$ cat src/rtl/cascade_counter.sv
// cascade_counter: N-stage cascaded modulo counter with per-stage moduli.
// It is typically used as a sec/min/hr timebase behind a prescaler enable.
//
// Features: up/down counting, saturating parallel load, per-stage terminal
// ticks, and a registered alarm comparator.
//
// Ports:
//   clk       in   rising-edge clock
//   rst       in   synchronous active-high reset
//   en        in   count enable for stage 0 (one step per cycle)
//   up        in   1 = count up, 0 = count down
//   load      in   parallel load strobe (wins over counting)
//   load_val  in   N*DW load value, stage i at [i*DW +: DW]
//   alarm_en  in   alarm comparator enable
//   alarm_val in   N*DW alarm compare value, same layout as load_val
//   cnt       out  N*DW registered count
//   tick      out  N    combinational per-stage terminal-step flags
//   co        out  1    carry/borrow out of the last stage (tick[N-1])
//   alarm     out  1    registered one-cycle alarm pulse
module cascade_counter #(
  parameter int              N  = 3,
  parameter int              DW = 6,
  parameter longint unsigned M [N] = '{64'd60, 64'd60, 64'd24}
) (
  input  logic            clk,
  input  logic            rst,
  input  logic            en,
  input  logic            up,
  input  logic            load,
  input  logic [N*DW-1:0] load_val,
  input  logic            alarm_en,
  input  logic [N*DW-1:0] alarm_val,
  output logic [N*DW-1:0] cnt,
  output logic [N-1:0]    tick,
  output logic            co,
  output logic            alarm
);

  localparam logic [DW-1:0] ONE_C  = DW'(32'd1);
  localparam logic [DW-1:0] ZERO_C = {DW{1'b0}};

  logic [N*DW-1:0] cnt_q, cnt_d;
  logic            alarm_q, alarm_d;

  // Per-stage working values, rewritten for every stage inside the loop.
  logic            chain_s;
  logic [DW-1:0]   field_s;
  logic [DW-1:0]   max_s;
  logic [DW-1:0]   term_s;
  logic [DW-1:0]   lfield_s;

  // Next-state and tick generation for every stage.
  // chain_s carries the stage enable e_i down the cascade.
  always_comb begin
    cnt_d    = cnt_q;
    tick     = {N{1'b0}};
    chain_s  = en;
    field_s  = ZERO_C;
    max_s    = ZERO_C;
    term_s   = ZERO_C;
    lfield_s = ZERO_C;
    for (int i = 0; i < N; i++) begin
      field_s  = cnt_q[i*DW +: DW];
      max_s    = DW'(M[i] - 64'd1);
      lfield_s = load_val[i*DW +: DW];
      if (up) begin
        term_s = max_s;
      end else begin
        term_s = ZERO_C;
      end

      if (load) begin
        // Out-of-range load fields saturate so cnt never leaves 0..M[i]-1.
        if (lfield_s > max_s) begin
          cnt_d[i*DW +: DW] = max_s;
        end else begin
          cnt_d[i*DW +: DW] = lfield_s;
        end
      end else if (chain_s) begin
        if (field_s == term_s) begin
          tick[i] = 1'b1;
          if (up) begin
            cnt_d[i*DW +: DW] = ZERO_C;
          end else begin
            cnt_d[i*DW +: DW] = max_s;
          end
        end else begin
          if (up) begin
            cnt_d[i*DW +: DW] = field_s + ONE_C;
          end else begin
            cnt_d[i*DW +: DW] = field_s - ONE_C;
          end
        end
      end else begin
        cnt_d[i*DW +: DW] = field_s;
      end

      chain_s = chain_s & (field_s == term_s);
    end
  end

  // Alarm fires only when cnt is written this cycle and lands on alarm_val;
  // stage 0 always moves when en is high, so load|en means "a field changes".
  always_comb begin
    alarm_d = alarm_en & (load | en) & (cnt_d == alarm_val);
  end

  // State registers with synchronous reset.
  always_ff @(posedge clk) begin
    if (rst) begin
      cnt_q   <= {(N*DW){1'b0}};
      alarm_q <= 1'b0;
    end else begin
      cnt_q   <= cnt_d;
      alarm_q <= alarm_d;
    end
  end

  assign cnt   = cnt_q;
  assign alarm = alarm_q;
  assign co    = tick[N-1];

endmodule

$ cat config.mk
export PLATFORM = sky130hd
export DESIGN_NAME = cascade_counter
export DESIGN_NICKNAME = d
export VERILOG_FILES = /design/src/rtl/cascade_counter.sv
export SDC_FILE = /design/constraint.sdc
export NUM_CORES = 1
export LEC_CHECK = 0
export BUFFER_PORTS_ARGS = -buffer_cell sky130_fd_sc_hd__buf_2
export CAP_MARGIN = 25
export CORE_ASPECT_RATIO = 0.9
export CORE_UTILIZATION = 59
export CTS_CLUSTER_SIZE = 40
export DETAILED_ROUTE_END_ITERATION = 6
export PLACE_DENSITY = 0.87
export SETUP_SLACK_MARGIN = 0.1
export SYNTH_ARGS = -nofsm -noshare
export SYNTH_HDL_FRONTEND = slang
export SYNTH_SLANG_ARGS = --single-unit
$ cat constraint.sdc
create_clock -name clk -period 16.6 [get_ports clk]
set_input_delay 4.98 -clock clk [delete_from_list [all_inputs] [get_ports clk]]
set_output_delay 4.98 -clock clk [all_outputs]
set_load 0.005 [all_outputs]
# == Word level (Yosys, flattened, before mapping) ==
# Cells that the tools add are included.
# word_totals
register_bits,19
in_bits,42
elab_cells,48
# op_classes
bitwise_logic,5
eq_ne,4
n_lt_le_gt_ge,3
n_mux,28
n_addsub,6
# op_table
operator,count
$mux W6,17
$add A6 B1 Y6 const B,3
$eq A18 B18 Y1,1
$eq A6 B6 Y1,3
$sub A6 B1 Y6 const B,3
$gt A6 B6 Y1 const B,2
$mux W5,2
$mux W1,9
$gt A6 B5 Y1 const B,1
$and A1 B1 Y1,4
$or A1 B1 Y1,1

# == Logic depth before layout (Yosys ltp) ==
# logic_depth
ltp_word,8
mapped_depth,14

# == Worst setup path before layout ==
# OpenSTA, ideal clock, no wires.
# synth_timing
path_type,input port to output port
startpoint,input up
endpoint,output tick[2]
required_time_ns,11.620
cell_stages,10
slack_ns,4.038
arrival_time_ns,7.582
path_cell_list,buf_2 > clkbuf_1 > inv_1 > ha_1 > nand4b_1 > a211oi_4 > nand3_1 > clkbuf_1 > nor3_1 > buf_4
# synth_via
elab_chain_cells,6
# synth_lines
item,line_no,source
from (decl),28,"input logic up,"
$mux W6,66,if (up) begin
$eq A6 B6 Y1,98,chain_s = chain_s & (field_s == term_s);
$and A1 B1 Y1 (2 in a row),98,
$mux W1 *,79,end else if (chain_s) begin
$mux W1 *,72,if (load) begin
to (decl),34,"output logic [N-1:0] tick,"
# Every way passes the cells marked *; elsewhere a longest branch is shown, timed or not.

# == Worst setup path in the final report ==
# layout_timing
startpoint,input up
endpoint,output co
# layout_via
elab_chain_cells,6
# layout_lines
item,line_no,source
$mux W6,66,
$eq A6 B6 Y1,98,
$and A1 B1 Y1 (2 in a row),98,
$mux W1 *,79,
$mux W1 *,72,
to (decl),35,"output logic co,"
# Marks and branches as above.

==> impl_metrics.py <==
metrics = {
    "logic_synthesis": {
        "yosysSeqAreaShare_pct": 14.1,
        "synthSimpleGateAreaFrac_pct": 30.4,
        "synthXorXnorAreaFrac_pct": 8.13,
        "yosys.area.top_type": "dfxtp_1",
        "synth_area_um2": 2690,
        "synthTopCellsByCount": "42 x nor2_1, 29 x nand2_1, 21 x o21ai_0, 19 x dfxtp_1",
        "synthMostInstantiatedCell": "nor2_1",
        "ys.flop_type": "dfxtp_1",
        "synth_top_area_share_pct": 14.1,
        "ys_top_cells_by_area": "dfxtp_1 14%, nor2_1 5.9%, ha_1 5.6%",
        "synth_compound_area_share_pct": 29.8,
        "yosysUniqueCellTypes": 71,
        "async_reset_ff_share_pct": 0,
        "synth_top_family_by_area": "simple AND/OR/NAND/NOR gates",
        "synthesis.nets": 428,
        "synth_seq_cells": 19,
        "synth_edf_count": 0,
        "netlist_instances": 371,
        "synth_mux_area_share_pct": 3.48,
        "synth_fa_ha_area_share_pct": 7.80,
        "avgSynthCellArea_um2": 7.26,
        "ys_warn_count": 0,
    },
    "timing": {
        "setup_viol": 0,
        "slew_headroom_pct": 38.2,
        "post-route-min-period_ps": 13290,
        "fin_hold_ws_ps": 618,
        "drv_slew": 0,
        "setup-tns-final_ps": 0,
        "hold_viol": 0,
        "period_share_pct": 80.1,
        "rsz0062_at_grt": "no",
        "finalWorstSetupSlack_ps": 3310,
        "worst_pin_slew_ps": 922,
        "fin_worst_skew_ps": 3.73,
        "max_freq_mhz": 75.2,
    },
    "global_route": {
        "grt_pass1_vias": 2833,
        "overflow": 0,
        "grt_max_degree": 38,
        "antenna_found_initial": 0,
        "grt_pass1_wl_um": 13200,
        "grt_usage_pct": 35.1,
    },
    "routing": {
        "drc": 0,
        "wl_um": 8060,
        "drtIter0Drc": 315,
        "viasPerCell": 6.47,
        "first_pass_iters": 5,
        "routedWlPerCell_um": 16.9,
        "via_count": 3088,
        "antenna_left": 0,
    },
    "cells_and_area": {
        "syn_to_final_growth_pct": 12.8,
        "final_cells": 477,
        "drive_gt1_share_pct": 20.9,
        "nNetsFinal": 475,
        "utilization_pct": 71.7,
        "diodes": 0,
    },
    "floorplan": {
        "die_h_um": 66.1,
        "io_pins": 65,
        "fp.coreArea_um2": 4240,
        "rows": 22,
        "initial_core_util_pct": 63.5,
        "dieWidth_um": 73.2,
        "die_area_um2": 4840,
    },
    "placement": {
        "routabilityCongestion": 0.911,
        "hpwl_um": 6200,
        "post-place-cells": 473,
        "dp_slack_ps": 3390,
        "portBuffers": 64,
    },
    "setup_path": {
        "required_ps": 11620,
        "cp.arrival_ps": 8310,
        "reg2reg_from": "cnt[7]",
        "rr_worst_depth": 9,
        "cp-end-kind": "output pin",
        "critical_path_class": "input port to output pin",
        "crit_fanout": 30,
        "start_kind": "input port",
        "startpoint": "up",
        "r2r_slack_ps": 13320,
    },
    "power_and_ir_drop": {
        "irDropWorstVdd_mv": 0.0368,
        "p_int_mw": 0.103,
        "p_leak_nw": 1.25,
        "power_density_nw_per_um2": 58.9,
        "combPwrFrac_pct": 48.8,
        "p_clk_share_pct": 20.4,
        "netSwitchingPower_mw": 0.0764,
        "swShare_pct": 42.7,
        "seqPwrFrac_pct": 30.8,
    },
    "status": {
        "status": "finished, final reports clean",
    },
    "clocking": {
        "htree_levels": 1,
        "clock_path_buffers": 2,
        "insertion_delay_ps": 270,
        "post_cts_buffers": 0,
        "cts_buffers": 3,
        "hold_buffers": 0,
        "cts_tree": "yes",
        "cts-root-buf": "clkbuf_8",
        "cts_sinks": 19,
        "cts.clk_slew.worst_paths_ps": 80,
        "cts_resized": 0,
    },
    "hold_path": {
        "min_from": "cnt[17]",
        "whs_path_depth": 2,
        "hp-class": "flip-flop to flip-flop",
    },
    "flow_run": {
        "max_cap_viol_count": 0,
    },
}
## cell type report
cell class                      count  area [µm²]
Clock buffer                        3        41.3
Clock inverter                      1        5.00
Fill cell                         390        1200
Inverter                           17        63.8
Multi-Input combinational cell    312        2140
Sequential cell                    19         380
Tap cell                           60        75.1
Timing Repair Buffer               65         328
## power by group through the flow
stage	clock network (mW)	registers [mW]	logic (mW)
2_1_floorplan	0	0.0530	0.0641
3_3_place_gp	0	0.0558	0.0838
3_5_place_dp	0	0.0559	0.0851
4_1_cts	0.0361	0.0548	0.0856
5_1_grt	0.0385	0.0557	0.0961
6_report	0.0365	0.0551	0.0873
## worst max-delay path: stages
cell	delay, ps
buf_2	480
inv_1	480
ha_1	510
nand4b_1	330
a211oi_4	520
nand3_1	510
nor3_1	330
buf_2	170
## placed cells by master, fill, tap and decap left out, types with 5 or more instances in the layout
cell type,count
nor2b_1,6
dfxtp_1,19
nand4_1,6
o21ai_0,21
nand2b_1,11
xor2_1,9
nand3_1,10
buf_2,64
a211oi_1,14
nand2_1,29
inv_1,16
xnor2_1,16
o211ai_1,7
or3_1,5
nor3_1,16
ha_1,12
mux2i_1,6
a21oi_1,16
a31oi_1,7
nor2_1,42
## registers in the layout, indices dropped and copies added (netlist names)
register,count
cnt,18
alarm,1
## through the flow
stage	instance area [µm²]	power (mW)
after floorplan	2690	0.117
after global placement	2990	0.140
after detailed placement	2990	0.141
after CTS	3040	0.177
after global routing	3040	0.190
final	3040	0.179
## per-layer routing
layer	part of all wire, %	global-route usage (%)	vias up
met5	0	0	-
met4	2.8	12.7	0
met3	9.8	8.08	25
met2	43	55.4	181
met1	44	46.2	1402
li1	-	-	1480
## path summary, 6_finish.rpt
path                  end
setup / recovery       co
hold / removal    cnt[17]
setup reg to reg    alarm
hold reg to reg   cnt[17]
## kinds of logic after synthesis
kind of cell,Yosys count
AND/OR/NAND/NOR,154
AO/OA/AOI/OAI,109
flip-flops,19
buffers and inverters,40
adder cells (fa/ha/maj),15
XOR/XNOR,25
multiplexers,9
No activity file was read; power rests on OpenSTA's default activity.
